===== src/rtl/branch_pkg.sv =====
// Shared types and helpers for the branch slot: op encoding, predictor counters
// and the ID/EX control record.
package branch_pkg;

    typedef enum logic [1:0] {
        OpBeq = 2'd0,
        OpBne = 2'd1,
        OpBlt = 2'd2,
        OpBge = 2'd3
    } br_op_e;

    typedef logic [1:0] ctr_t;

    localparam ctr_t CTR_INIT_DEFAULT = 2'b01;

    typedef struct packed {
        logic   is_nop;
        logic   is_jmp;
        logic   is_imm_type;
        logic   zero_ext;
        br_op_e op;
        logic   [4:0] rs1;
        logic   [4:0] rs2;
        logic   [4:0] rd;
        logic   pred_taken;
    } idex_ctl_t;

    localparam idex_ctl_t IDEX_NOP = '{
        is_nop:      1'b1,
        is_jmp:      1'b0,
        is_imm_type: 1'b0,
        zero_ext:    1'b0,
        op:          OpBeq,
        rs1:         5'd0,
        rs2:         5'd0,
        rd:          5'd0,
        pred_taken:  1'b0
    };

    function automatic ctr_t sat_inc(ctr_t c);
        return (c == 2'b11) ? c : c + 2'b01;
    endfunction

    function automatic ctr_t sat_dec(ctr_t c);
        return (c == 2'b00) ? c : c - 2'b01;
    endfunction

endpackage


===== src/rtl/branch_decode.sv =====
// Branch-slot instruction decode: [31:30] class (01 branch, 10 jump, else nop),
// [29] imm-type, [28] zero_ext, [27:26] op, [25:21]/[20:16] registers, [15:0] imm.
module branch_decode
    import branch_pkg::*;
#(
    parameter int unsigned IMM_W = 22
) (
    input  logic [31:0]      inst_i,
    output logic             is_nop_o,
    output logic             is_jmp_o,
    output logic             is_imm_type_o,
    output logic             zero_ext_o,
    output br_op_e           op_o,
    output logic [4:0]       rs1_o,
    output logic [4:0]       rs2_o,
    output logic [4:0]       rd_o,
    output logic [IMM_W-1:0] imm_o
);

    logic is_br;
    logic is_jmp;

    assign is_br  = (inst_i[31:30] == 2'b01);
    assign is_jmp = (inst_i[31:30] == 2'b10);

    always_comb begin
        is_nop_o      = !(is_br || is_jmp);
        is_jmp_o      = is_jmp;
        is_imm_type_o = 1'b0;
        zero_ext_o    = 1'b0;
        op_o          = OpBeq;
        rs1_o         = 5'd0;
        rs2_o         = 5'd0;
        rd_o          = 5'd0;
        imm_o         = '0;
        if (is_br || is_jmp) begin
            is_imm_type_o = inst_i[29];
            zero_ext_o    = inst_i[28];
            op_o          = br_op_e'(inst_i[27:26]);
            imm_o         = {{(IMM_W-16){inst_i[15] & ~inst_i[28]}}, inst_i[15:0]};
            // Jumps carry the link register first; branches carry both sources.
            if (is_jmp) begin
                rd_o  = inst_i[25:21];
                rs1_o = inst_i[20:16];
            end else begin
                rs1_o = inst_i[25:21];
                rs2_o = inst_i[20:16];
            end
        end
    end

endmodule


===== src/rtl/branch_pred_table.sv =====
// Direct-mapped table of 2-bit saturating counters: one combinational read port,
// one update port applied at the clock edge. Reads see the pre-update value.
module branch_pred_table
    import branch_pkg::*;
#(
    parameter int unsigned Depth   = 64,
    parameter ctr_t        CtrInit = CTR_INIT_DEFAULT
) (
    input  logic                     clk_i,
    input  logic                     rst_i,
    input  logic [$clog2(Depth)-1:0] rd_idx_i,
    output ctr_t                     rd_ctr_o,
    input  logic                     wr_en_i,
    input  logic [$clog2(Depth)-1:0] wr_idx_i,
    input  logic                     wr_taken_i
);

    ctr_t ctr_q [Depth];
    ctr_t wr_ctr_d;

    assign rd_ctr_o = ctr_q[rd_idx_i];

    always_comb begin
        wr_ctr_d = wr_taken_i ? sat_inc(ctr_q[wr_idx_i]) : sat_dec(ctr_q[wr_idx_i]);
    end

    always_ff @(posedge clk_i) begin
        if (rst_i) begin
            for (int i = 0; i < int'(Depth); i++) begin
                ctr_q[i] <= CtrInit;
            end
        end else if (wr_en_i) begin
            ctr_q[wr_idx_i] <= wr_ctr_d;
        end
    end

endmodule


===== src/rtl/branch_pred_unit.sv =====
// Branch slot: decode-time prediction from the counter table, ID/EX register,
// and execute-time resolution with mispredict redirect and link write.
module branch_pred_unit
    import branch_pkg::*;
#(
    parameter int unsigned XLEN       = 32,
    parameter int unsigned IMM_W      = 22,
    parameter int unsigned PRED_DEPTH = 64,
    parameter ctr_t        CTR_INIT   = CTR_INIT_DEFAULT
) (
    input  logic            clk,
    input  logic            rst,
    input  logic            stall,
    input  logic            flush,
    input  logic [31:0]     inst,
    input  logic [XLEN-1:0] inst_pc,
    output logic            pred_taken,
    output logic [XLEN-1:0] pred_pc,
    output logic [4:0]      rs1_out,
    output logic [4:0]      rs2_out,
    input  logic [XLEN-1:0] rs1_data,
    input  logic [XLEN-1:0] rs2_data,
    output logic [4:0]      rd_out,
    output logic [XLEN-1:0] ret_addr,
    output logic            reg_file_wr_en,
    output logic            mispredict,
    output logic [XLEN-1:0] new_pc
);

    localparam int unsigned IDX_W = $clog2(PRED_DEPTH);

    logic             d_is_nop;
    logic             d_is_jmp;
    logic             d_is_imm_type;
    logic             d_zero_ext;
    br_op_e           d_op;
    logic [4:0]       d_rs1;
    logic [4:0]       d_rs2;
    logic [4:0]       d_rd;
    logic [IMM_W-1:0] d_imm;
    logic [XLEN-1:0]  imm_ext;
    ctr_t             rd_ctr;

    idex_ctl_t        idex_q, idex_d;
    logic [XLEN-1:0]  pc_q, pc_d;
    logic [XLEN-1:0]  pred_pc_q, pred_pc_d;

    logic             ex_valid;
    logic             cond_taken;
    logic             actual_taken;
    logic [XLEN-1:0]  target;
    logic [XLEN-1:0]  pc_plus4;

    branch_decode #(
        .IMM_W (IMM_W)
    ) u_decode (
        .inst_i        (inst),
        .is_nop_o      (d_is_nop),
        .is_jmp_o      (d_is_jmp),
        .is_imm_type_o (d_is_imm_type),
        .zero_ext_o    (d_zero_ext),
        .op_o          (d_op),
        .rs1_o         (d_rs1),
        .rs2_o         (d_rs2),
        .rd_o          (d_rd),
        .imm_o         (d_imm)
    );

    branch_pred_table #(
        .Depth   (PRED_DEPTH),
        .CtrInit (CTR_INIT)
    ) u_table (
        .clk_i      (clk),
        .rst_i      (rst),
        .rd_idx_i   (inst_pc[IDX_W+1:2]),
        .rd_ctr_o   (rd_ctr),
        .wr_en_i    (ex_valid && !idex_q.is_jmp),
        .wr_idx_i   (pc_q[IDX_W+1:2]),
        .wr_taken_i (cond_taken)
    );

    // Decode-stage prediction
    assign imm_ext    = {{(XLEN-IMM_W){d_imm[IMM_W-1] & ~d_zero_ext}}, d_imm};
    assign pred_pc    = inst_pc + imm_ext;
    assign pred_taken = !rst && !d_is_nop && d_is_imm_type && (d_is_jmp || rd_ctr[1]);

    // The wrong-path slot behind a mispredict is squashed like an external flush.
    always_comb begin
        idex_d    = idex_q;
        pc_d      = pc_q;
        pred_pc_d = pred_pc_q;
        if (!stall) begin
            if (flush || mispredict) begin
                idex_d    = IDEX_NOP;
                pc_d      = '0;
                pred_pc_d = '0;
            end else begin
                idex_d = '{
                    is_nop:      d_is_nop,
                    is_jmp:      d_is_jmp,
                    is_imm_type: d_is_imm_type,
                    zero_ext:    d_zero_ext,
                    op:          d_op,
                    rs1:         d_rs1,
                    rs2:         d_rs2,
                    rd:          d_rd,
                    pred_taken:  pred_taken
                };
                pc_d      = inst_pc;
                pred_pc_d = pred_pc;
            end
        end
    end

    always_ff @(posedge clk) begin
        if (rst) begin
            idex_q    <= IDEX_NOP;
            pc_q      <= '0;
            pred_pc_q <= '0;
        end else begin
            idex_q    <= idex_d;
            pc_q      <= pc_d;
            pred_pc_q <= pred_pc_d;
        end
    end

    // Execute-stage resolution
    always_comb begin
        cond_taken = 1'b0;
        case (idex_q.op)
            OpBeq: cond_taken = (rs1_data == rs2_data);
            OpBne: cond_taken = (rs1_data != rs2_data);
            OpBlt: cond_taken = idex_q.zero_ext ? (rs1_data < rs2_data)
                                                : ($signed(rs1_data) < $signed(rs2_data));
            OpBge: cond_taken = idex_q.zero_ext ? (rs1_data >= rs2_data)
                                                : ($signed(rs1_data) >= $signed(rs2_data));
        endcase
    end

    assign ex_valid     = !rst && !stall && !idex_q.is_nop;
    assign actual_taken = idex_q.is_jmp || cond_taken;
    // For imm-type the resolved target equals the decode-time pc + ext(imm).
    assign target       = idex_q.is_imm_type ? pred_pc_q : rs1_data;
    assign pc_plus4     = pc_q + XLEN'(4);

    assign mispredict = ex_valid &&
                        ((actual_taken != idex_q.pred_taken) ||
                         (actual_taken && (target != pred_pc_q)));
    assign new_pc         = actual_taken ? target : pc_plus4;
    assign ret_addr       = pc_plus4;
    assign reg_file_wr_en = ex_valid && idex_q.is_jmp && (idex_q.rd != 5'd0);

    assign rs1_out = idex_q.rs1;
    assign rs2_out = idex_q.rs2;
    assign rd_out  = idex_q.rd;

endmodule


===== config.mk =====
export PLATFORM = sky130hd
export DESIGN_NAME = branch_pred_unit
export DESIGN_NICKNAME = d
export VERILOG_FILES = /design/src/rtl/branch_pkg.sv /design/src/rtl/branch_decode.sv /design/src/rtl/branch_pred_table.sv /design/src/rtl/branch_pred_unit.sv
export SDC_FILE = /design/constraint.sdc
export NUM_CORES = 1
export LEC_CHECK = 0
export BUFFER_PORTS_ARGS = -buffer_cell sky130_fd_sc_hd__buf_2
export CORE_MARGIN = 4
export CORE_UTILIZATION = 57
export CTS_BUF_LIST = sky130_fd_sc_hd__clkbuf_8
export CTS_CLUSTER_DIAMETER = 80
export CTS_CLUSTER_SIZE = 30
export DETAILED_ROUTE_END_ITERATION = 8
export GPL_TIMING_DRIVEN = 0
export PLACE_DENSITY = 0.79
export SKIP_LAST_GASP = 1
export SLEW_MARGIN = 20
export SYNTH_ARGS = -nofsm -noshare
export SYNTH_HDL_FRONTEND = slang
export SYNTH_SLANG_ARGS = --single-unit

===== constraint.sdc =====
create_clock -name clk -period 5.14 [get_ports clk]
set_input_delay 0.257 -clock clk [delete_from_list [all_inputs] [get_ports clk]]
set_output_delay 0.257 -clock clk [all_outputs]
set_load 0.01 [all_outputs]

==> impl_metrics.env, run 1 <==
export IMPL_core_rowCount=57
export IMPL_tightest_slew_ns=1.18
export IMPL_cts_sinks=220
export IMPL_worstPathCellList="buf_2 > inv_1 > ha_1 > clkbuf_1 > nor2b_1 > ha_1 > or4_1 > o22a_1 > a311oi_1 > o21ai_1 > a31oi_1 > a211oi_1 > or3_1 > and2_1 > buf_2"
export IMPL_powerDensity_mw_per_mm2=239
export IMPL_layout_drive_gt1_share_pct=23.8
export IMPL_ys_warn_count=0
export IMPL_post_dp_hpwl_mm=38.7
export IMPL_synth_edf_count=128
export IMPL_io_buffers=243
export IMPL_grt_overflow=0
export IMPL_outcome="finished clean"
export IMPL_clk_pin_slew_ns=0.12
export IMPL_arrival_ns=4.63
export IMPL_syn_avg_cell_area_sq_um=10.1
export IMPL_ys_seq_area_share_pct=40.1
export IMPL_start_util_pct=58.1
export IMPL_place_area_sq_mm=0.0158
export IMPL_max_clock_path_buffers=3
export IMPL_setup_ws_ns=0.257
export IMPL_place_ws_ns=-0.168
export IMPL_gp_congestion=1.03
export IMPL_dr_total_vias=13100
export IMPL_antenna_found_initial=1
export IMPL_detail_route_antenna_nets=0
export IMPL_ys_types=71
export IMPL_fp_coreArea_sq_mm=0.0244
export IMPL_cts_max_level=1
export IMPL_postLayoutCellArea_sq_mm=0.0164
export IMPL_grt_pass1_vias=12900
export IMPL_cp_required_ns=4.88
export IMPL_max_vdd_ir_drop_uv=304
export IMPL_slew_headroom_pct=20.6
export IMPL_insertion_delay_ns=0.59
export IMPL_finalWirelength_mm=49.8
export IMPL_hold_class="input port to register"
export IMPL_grt_pass1_wl_mm=75.6
export IMPL_min_period_ns=4.88
export IMPL_period_share_pct=95.0
export IMPL_synthesis_nets=1597
export IMPL_grt_use_total_pct=35.0
export IMPL_cts_buffers=14
export IMPL_hold_viol=0
export IMPL_drc=0
export IMPL_drtIter0Drc=1577
export IMPL_critical_path_class="input port to output pin"
export IMPL_slew_viol_final=0
export IMPL_holdWs_ns=0.0207
export IMPL_cts_tree="yes"
export IMPL_post_drt_wl_per_cell_um=24.6
export IMPL_critPathSlowestCell="ha_1"
export IMPL_clock_root_buffer="clkbuf_8"
export IMPL_power_leakage_nw=6.60
export IMPL_die_h_um=166
export IMPL_die_w_um=166
export IMPL_fmax_mhz=205
export IMPL_ioPinCount=246
export IMPL_endpoint_kind="output pin"
export IMPL_drt_pass1_iterations=5
export IMPL_ys_ff_latch=220
export IMPL_clock_skew_ns=0.0771
export IMPL_syn_to_final_growth_pct=16.0
export IMPL_finalSetupViolCount=0
export IMPL_cp_max_fo=10
export IMPL_drt_vias_per_instance=6.48
export IMPL_slowest_delay_ns=0.65
export IMPL_ys_async_sr_fraction_pct=0
export IMPL_rsz0062_at_grt="false"
export IMPL_syn_area_sq_mm=0.0142
export IMPL_synth_ff_type="edfxtp_1"
export IMPL_dieArea_sq_mm=0.0274
export IMPL_nets=1890
export IMPL_syn_inst=1399
export IMPL_cap_violations=0
export IMPL_startpoint_type="input port"
export IMPL_grt_max_degree=31
[repair_timing]
item / in CTS / in global routing
hold buffers: 34 / 1
resized for setup: 2 / 1
hold endpoints to repair: 34 / 1
setup buffers: 0 / 0
setup endpoints to repair: 3 / 5
[registers in the layout (all words and copies together), names as in the netlist, named ones only]
| name | flops |
|---|---|
| u_table.ctr_q | 128 |
| pc_q | 32 |
| pred_pc_q | 32 |
| idex_q | 7 |
| rd_out | 5 |
| rs1_out | 5 |
| rs2_out | 5 |
[final cells by class]
| cell class | instances | area, sq um |
|---|---|---|
| antenna | 1 | 2.50 |
| sequential | 220 | 5690 |
| fill | 1973 | 7960 |
| multi-input combinational | 1010 | 7690 |
| tap | 324 | 405 |
| clock buffer | 15 | 206 |
| inverter | 58 | 218 |
| buffer | 110 | 573 |
| timing repair buffer | 278 | 1570 |
| clock inverter | 9 | 86.3 |
[critical path, delay by kind of cell]
family | cells | cell delay (ns)
fa+ha+maj | 2 | 0.90
buf+inv | 4 | 0.67
compound gates | 5 | 1.62
simple gates | 4 | 1.16
[cells in the mapped netlist, types with 5 or more instances]
cell type  instances  share of area (%)
xnor2_1           46                2.8
buf_4             22                1.2
xor2_1            29                1.8
a21o_1            38                2.0
a211oi_1           6               0.32
nor4_1            14               0.62
buf_2             14               0.49
edfxtp_1         128                 27
o21ai_0           60                2.1
and4_1             5               0.31
nand3_1           68                2.4
and3_1            12               0.53
buf_1              6               0.16
a22o_1            65                4.0
clkbuf_1          61                1.6
buf_6              8               0.64
and2_1             5               0.22
or2_2             25                1.1
or3_1             11               0.49
dfxtp_1           92                 13
o21bai_1          10               0.53
ha_1              65                5.7
mux4_2            62                9.9
nor2_1            97                2.6
nand4_1           15               0.66
mux2i_1           41                2.9
a21oi_1           35                1.2
nand2b_1          36                1.6
nor3_1            45                1.6
inv_1             58                1.5
nand2_1          128                3.4
nor2b_1           25                1.1
[through the flow]
stage | total power, mW | setup TNS (ns) | util (%) | std cells
after floorplan | 2.58 | 0 | - | 1399
after global placement | 2.96 | -0.272 | 64.7 | 1966
after detailed placement | 2.98 | -0.250 | 64.7 | 1966
after CTS | 3.89 | 0 | 67.3 | 2024
after global routing | 4.07 | 0 | 67.4 | 2025
final | 3.93 | 0 | 67.4 | 2025
[power breakdown]
group	total, mW	switching (mW)	internal, mW
registers	1.96	0.0501	1.91
clock network	0.932	0.632	0.300
logic	1.03	0.622	0.410
total	3.93	1.30	2.62
[per-layer routing]
layer  track usage, %  up-vias  wire length (um)
met2             57.6      967             23100
met3             8.91      189              5620
met1             43.8     6252             18300
met5                0        -                 0
li1                 -     5721                 -
met4             15.4        0              2820
[cells by family (layout without fill, tap and decap cells)]
group / after synthesis / in the layout / share of synthesized area (%)
other: 0 / 1 / 0
muxes: 104 / 104 / 12.8
xor gates and xnor gates: 75 / 75 / 4.64
adders and majority gates: 68 / 68 / 6.03
and+or+nand+nor: 497 / 497 / 17.4
AOI/OAI and AO/OA: 266 / 266 / 13.4
buffers and inverters: 169 / 470 / 5.61
DFF: 220 / 220 / 40.1
[worst paths after layout]
path,end,depth (start not counted),start,slack (ns)
worst max-delay path,pred_pc[30],15,inst[30],0.26
worst min-delay path,idex_q[18]$_SDFFE_PP0N_,3,inst[28],0.02
worst max register to register,u_table.ctr_q[49][1]$_SDFFCE_PN0P_,9,register,1.29
worst min register to register,rs2_out[0]$_SDFFE_PP0N_,2,rs2_out[0]$_SDFFE_PP0N_,0.48
[placed cells by master (no fill, tap or decap), drive strengths merged, types with 10 or more instances in the layout]
cell type and n:
a21o 38, a21oi 35, a22o 65, and3 12, buf 293, clkbuf 75
dfxtp 92, dlygate4sd3 35, edfxtp 128, ha 65, inv 62, mux2i 41
mux4 62, nand2 128, nand2b 36, nand3 68, nand4 15, nor2 97
nor2b 25, nor3 45, nor4 15, o21ai 61, o21bai 10, or2 25
or3 11, xnor2 46, xor2 29
No activity file was read; power rests on OpenSTA's default activity.
==> inputs of run 2 (changes only) <==
--- a/config.mk
+++ b/config.mk
@@ -7,13 +7,13 @@
 export LEC_CHECK = 0
 export BUFFER_PORTS_ARGS = -buffer_cell sky130_fd_sc_hd__buf_2
 export CORE_MARGIN = 4
-export CORE_UTILIZATION = 57
+export CORE_UTILIZATION = 45
 export CTS_BUF_LIST = sky130_fd_sc_hd__clkbuf_8
 export CTS_CLUSTER_DIAMETER = 80
 export CTS_CLUSTER_SIZE = 30
 export DETAILED_ROUTE_END_ITERATION = 8
 export GPL_TIMING_DRIVEN = 0
-export PLACE_DENSITY = 0.79
+export PLACE_DENSITY = 0.64
 export SKIP_LAST_GASP = 1
 export SLEW_MARGIN = 20
 export SYNTH_ARGS = -nofsm -noshare
==> impl_metrics.env, run 2 (synthesis gave the netlist of run 1 again) <==
export IMPL_die_w_um=185
export IMPL_max_vdd_ir_drop_uv=250
export IMPL_cap_violations=0
export IMPL_n_fill_cell=2812
export IMPL_rrSetupSlack_ns=1.16
export IMPL_fmax_mhz=202
export IMPL_finalSetupViolCount=0
export IMPL_ioPinCount=246
export IMPL_powerDensity_mw_per_mm2=243
export IMPL_post_dp_hpwl_mm=40.9
export IMPL_grt_overflow=0
export IMPL_top_regs="u_table.ctr_q x128, pc_q x32, pred_pc_q x32"
export IMPL_tightest_slew_ns=1.21
export IMPL_tns_ns=0
export IMPL_period_share_pct=96.4
export IMPL_holdWs_ns=0.0352
export IMPL_post_drt_wl_per_cell_um=24.7
export IMPL_cts_tree="yes"
export IMPL_switching_share_pct=34.3
export IMPL_grt_max_degree=29
export IMPL_detail_route_antenna_nets=0
export IMPL_cts_buffers=15
export IMPL_timing_critical_path_buf_inv=3
export IMPL_clock_skew_ns=0.0729
export IMPL_grt_pass1_vias=12200
export IMPL_core_rowCount=64
export IMPL_final_common_cell="buf_2"
export IMPL_cts_max_level=1
export IMPL_nets=1896
export IMPL_drc=0
export IMPL_power_leakage_nw=6.64
export IMPL_cp_max_fo=10
export IMPL_finalWirelength_mm=52.0
export IMPL_dr_total_vias=12800
export IMPL_grt_use_total_pct=29.4
export IMPL_antenna_found_initial=4
export IMPL_gp_congestion=0.991
export IMPL_die_h_um=185
export IMPL_startpoint_type="input port"
export IMPL_endpoint_kind="output pin"
export IMPL_insertion_delay_ns=0.58
export IMPL_p_int_mw=2.65
export IMPL_arrival_ns=4.70
export IMPL_cts_sinks=220
export IMPL_cp_required_ns=4.88
export IMPL_slew_viol_final=0
export IMPL_clk_pin_slew_ns=0.13
export IMPL_outcome="finished clean"
export IMPL_worstPathCellList="buf_2 > inv_1 > ha_1 > nor2b_1 > nor2b_2 > ha_1 > a21o_1 > a31o_2 > or3_1 > o21ai_1 > o311ai_2 > and4_1 > nor3_1 > buf_2"
export IMPL_regMostFlops="u_table.ctr_q"
export IMPL_syn_to_final_growth_pct=17.4
export IMPL_wl_met1_mm=20.4
export IMPL_max_clock_path_buffers=3
export IMPL_wl_met3_mm=4.41
export IMPL_drt_pass1_iterations=5
export IMPL_fp_coreArea_sq_mm=0.0308
export IMPL_drtIter0Drc=1176
export IMPL_hold_viol=0
export IMPL_critical_path_class="input port to output pin"
export IMPL_drt_vias_per_instance=6.10
export IMPL_p_comb_share_pct=26.2
export IMPL_hold_class="input port to register"
export IMPL_clock_root_buffer="clkbuf_8"
export IMPL_slowest_delay_ns=0.55
export IMPL_clockPowerShare_pct=25.3
export IMPL_pwr_share_seq_pct=48.6
export IMPL_min_period_ns=4.96
export IMPL_slew_headroom_pct=18.8
export IMPL_post_cts_buffers=0
export IMPL_top_layer_used="met5"
export IMPL_critPathSlowestCell="ha_1"
export IMPL_layout_common_cells="buf_2, nand2_1, edfxtp_1"
export IMPL_io_buffers=243
export IMPL_layout_drive_gt1_share_pct=24.2
export IMPL_p_sw_mw=1.39
export IMPL_largest_register_ffs=128
export IMPL_rsz0062_at_grt="false"
export IMPL_cp_top_family="simple AND/OR/NAND/NOR gates"
export IMPL_wl_met2_mm=24.8
export IMPL_dieArea_sq_mm=0.0344
export IMPL_start_util_pct=45.9
export IMPL_grt_pass1_wl_mm=76.2
-- run 2: metal layers --
metal	track usage (%)	vias up
met5	0	-
met4	11.7	4
met3	4.48	148
met2	49.8	675
met1	38.0	6260
li1	-	5749
-- run 2: layout make-up --
| type | instances | area [sq um] | share of cell area (%) |
|---|---|---|---|
| multi-input combinational | 1010 | 7700 | 46.3 |
| inverter | 58 | 218 | 1.31 |
| clock buffer | 15 | 206 | 1.24 |
| tap | 396 | 495 | 2.98 |
| buffer | 110 | 574 | 3.46 |
| clock inverter | 10 | 121 | 0.730 |
| timing repair buffer | 283 | 1620 | 9.73 |
| antenna | 2 | 5.00 | 0.0301 |
| sequential | 220 | 5690 | 34.2 |
-- run 2: timing repair --
item	CTS	global route
endpoints found under the setup margin	5	2
hold endpoints to repair	46	0
gates resized for setup	4	1
hold buffers	40	0
-- run 2: worst paths after layout --
check / endpoint / cells after the start / start
setup / recovery: pred_pc[31] / 14 / inst[30]
hold / removal: pc_q[26]$_SDFFE_PP0N_ / 2 / inst_pc[26]
setup reg to reg: u_table.ctr_q[3][1]$_SDFFCE_PN0P_ / 9 / register
hold reg to reg: rs2_out[3]$_SDFFE_PP0N_ / 2 / rs2_out[3]$_SDFFE_PP0N_
-- run 2: through the flow --
| stage | cell area (sq um) | instances | utilization (%) | power [mW] | worst slack, ns |
|---|---|---|---|---|---|
| after CTS | 16600 | 2102 | 53.9 | 4.02 | 0.0889 |
| after global routing | 16600 | 2104 | 53.9 | 4.17 | 0.109 |
| after detailed placement | 15900 | 2038 | 51.5 | 3.01 | -0.637 |
| after floorplan | 14200 | 1399 | - | 2.58 | 1.31 |
| after global placement | 15900 | 2038 | 51.5 | 3.00 | -0.650 |
| final | 16600 | 2104 | 53.9 | 4.03 | 0.184 |
-- run 2: power groups by stage --
stage | registers, mW | logic, mW | clock network, mW
floorplan | 1.98 | 0.607 | 0
global placement | 1.99 | 1.01 | 0
detailed placement | 2.00 | 1.01 | 0
CTS | 1.96 | 1.04 | 1.02
global route | 1.96 | 1.12 | 1.09
finish | 1.96 | 1.06 | 1.02
-- run 2: worst reg2reg max path, stage by stage, from the launching register on --
cell and delay [ns]:
dfxtp_1 0.48, buf_1 0.80, mux4_2 0.46, mux4_2 0.54, mux4_2 0.51, inv_1 0.08, maj3_1 0.15, buf_2 0.24
buf_2 0.33, nor3_1 0.09
==> inputs of run 3 (changes only) <==
--- a/config.mk
+++ b/config.mk
@@ -6,7 +6,7 @@
 export NUM_CORES = 1
 export LEC_CHECK = 0
 export BUFFER_PORTS_ARGS = -buffer_cell sky130_fd_sc_hd__buf_2
-export CORE_MARGIN = 4
+export CORE_MARGIN = 10
 export CORE_UTILIZATION = 45
 export CTS_BUF_LIST = sky130_fd_sc_hd__clkbuf_8
 export CTS_CLUSTER_DIAMETER = 80
==> constraint.sdc (replaced) <==
create_clock -name clk -period 5.9 [get_ports clk]
set_input_delay 0.295 -clock clk [delete_from_list [all_inputs] [get_ports clk]]
set_output_delay 0.295 -clock clk [all_outputs]
set_load 0.005 [all_outputs]
==> impl_metrics.env, run 3 (synthesis gave the netlist of run 1 again) <==
export IMPL_max_vdd_ir_drop_uv=226
export IMPL_gp_congestion=0.962
export IMPL_fp_coreArea_sq_mm=0.0308
export IMPL_core_rowCount=64
export IMPL_outcome="finished clean"
export IMPL_rsz0062_at_grt="false"
export IMPL_setup_ws_ns=0.293
export IMPL_min_period_ns=5.61
export IMPL_drt_pass1_iterations=7
export IMPL_critical_path_class="input port to output pin"
export IMPL_arrival_ns=5.31
export IMPL_max_clock_path_buffers=3
export IMPL_cp_depth=15
export IMPL_rr_endpoint="u_table.ctr_q[0][0]$_SDFFCE_PN1P_"
export IMPL_finalSetupViolCount=0
export IMPL_hold_class="input port to register"
export IMPL_rrSetupSlack_ns=2.11
export IMPL_power_leakage_nw=6.57
export IMPL_regArea_sq_mm=0.00569
export IMPL_worstPathCellList="buf_2 > inv_1 > ha_1 > clkbuf_1 > nor2b_1 > nor2b_1 > ha_1 > a21o_1 > a31o_2 > or3_1 > o21ai_0 > o311ai_1 > and4_1 > nor3_1 > buf_2"
export IMPL_cp_max_fo=10
export IMPL_multiInputGateArea_sq_mm=0.00769
export IMPL_syn_to_final_growth_pct=16.0
export IMPL_start_util_pct=45.9
export IMPL_drt_vias_per_instance=6.03
export IMPL_slew_viol_final=0
export IMPL_antenna_found_initial=0
export IMPL_grt_pass1_wl_mm=79.0
export IMPL_grt_max_degree=29
export IMPL_die_w_um=197
export IMPL_startpoint_type="input port"
export IMPL_critPathSlowestCell="nor2b_1"
export IMPL_n_fill_cell=2780
export IMPL_post_dp_hpwl_mm=43.2
export IMPL_cts_tree="yes"
export IMPL_clk_pin_slew_ns=0.14
export IMPL_powerDensity_mw_per_mm2=211
export IMPL_cts_buffers=14
export IMPL_regMostFlops="u_table.ctr_q"
export IMPL_detail_route_antenna_nets=0
export IMPL_grt_use_total_pct=26.8
export IMPL_largest_register_ffs=128
export IMPL_cp_required_ns=5.61
export IMPL_slew_headroom_pct=22.6
export IMPL_layout_common_cells="buf_2, nand2_1, edfxtp_1"
export IMPL_drtIter0Drc=1400
export IMPL_clock_skew_ns=0.0634
export IMPL_endpoint_kind="output pin"
export IMPL_startpoint="inst[30]"
export IMPL_ioPinCount=246
export IMPL_tns_ns=0
export IMPL_period_share_pct=95.0
export IMPL_hold_viol=0
export IMPL_r2r_cells=5
export IMPL_insertion_delay_ns=0.57
export IMPL_drc=0
export IMPL_place_ws_ns=0.239
export IMPL_cts_max_level=1
export IMPL_clock_root_buffer="clkbuf_8"
export IMPL_dr_total_vias=12600
export IMPL_dieArea_sq_mm=0.0390
export IMPL_timing_critical_path_buf_inv=4
export IMPL_tightest_slew_ns=1.15
export IMPL_final_common_cell="buf_2"
export IMPL_grt_overflow=0
export IMPL_nets=1878
export IMPL_finalWirelength_mm=54.0
export IMPL_layout_drive_gt1_share_pct=24.1
export IMPL_timing_rr_start="idex_q[20]$_SDFFE_PP0N_"
export IMPL_io_buffers=243
export IMPL_cap_violations=0
export IMPL_post_drt_wl_per_cell_um=25.9
export IMPL_endpoint="pred_pc[31]"
export IMPL_grt_pass1_vias=12200
export IMPL_post_cts_buffers=0
export IMPL_fmax_mhz=178
export IMPL_die_h_um=197
export IMPL_slowest_delay_ns=0.69
export IMPL_cts_sinks=220
export IMPL_top_regs="u_table.ctr_q x128, pc_q x32, pred_pc_q x32"
export IMPL_cp_top_family="simple AND/OR/NAND/NOR gates"
[run 3: changes by cell type in the layout (fill, tap and decap cells not counted), moves of 2 or more]
| cell | previous run | this run |
|---|---|---|
| clkbuf_1 | 59 | 61 |
| clkinv_8 | 2 | 0 |
| dlygate4sd3_1 | 40 | 22 |
| inv_1 | 58 | 60 |
| inv_8 | 2 | 0 |
[run 3: layout make-up]
cell class	instances	share of cell area, %
antenna	2	0.0305
buffer	111	3.51
clock buffer	15	1.26
clock inverter	9	0.663
inverter	58	1.33
multi-input combinational	1010	46.8
sequential	220	34.6
tap	396	3.02
timing repair buffer	265	8.74
[run 3: per-stage QoR]
stage | power, mW | std cells | area (sq um) | util [%] | hold WS, ns
global route | 3.59 | 2084 | 16400 | 53.3 | 0.00797
global placement | 2.59 | 2038 | 15900 | 51.5 | 0.439
floorplan | 2.22 | 1399 | 14200 | - | 0.426
finish | 3.46 | 2086 | 16400 | 53.3 | 0.0118
detailed placement | 2.60 | 2038 | 15900 | 51.5 | 0.444
CTS | 3.47 | 2084 | 16400 | 53.2 | 0.00149
[run 3: worst min-delay path by stage]
stage                                       start                 endpoint  slack, ns  cells after the start
after detailed placement  rs2_out[2]$_SDFFE_PP0N_  rs2_out[2]$_SDFFE_PP0N_       0.44                      2
after floorplan           rs1_out[0]$_SDFFE_PP0N_  rs1_out[0]$_SDFFE_PP0N_       0.43                      2
after global routing                   inst_pc[1]     pc_q[1]$_SDFFE_PP0N_      0.008                      2
final                                  inst_pc[1]     pc_q[1]$_SDFFE_PP0N_       0.01                      2
after CTS                             inst_pc[28]    pc_q[28]$_SDFFE_PP0N_      0.001                      2
after global placement    rs2_out[3]$_SDFFE_PP0N_  rs2_out[3]$_SDFFE_PP0N_       0.44                      2
[run 3: report_power, final]
group / internal, mW / switching [mW]
registers: 1.66 / 0.0422
clock network: 0.311 / 0.568
logic: 0.350 / 0.528
[run 3: what timing repair did]
| item | 4_1_cts | 5_1_grt |
|---|---|---|
| gates resized for setup | 0 | 1 |
| endpoints found under the setup margin | 0 | 1 |
| hold buffers | 22 | 0 |
| hold endpoints to repair | 22 | 0 |
[run 3: layer usage]
metal,track usage [%],up-vias,wire length (um)
li1,-,5711,-
met1,33.6,6107,21300
met2,46.9,664,26400
met3,3.65,95,4580
met4,8.57,0,1710
met5,0,-,0
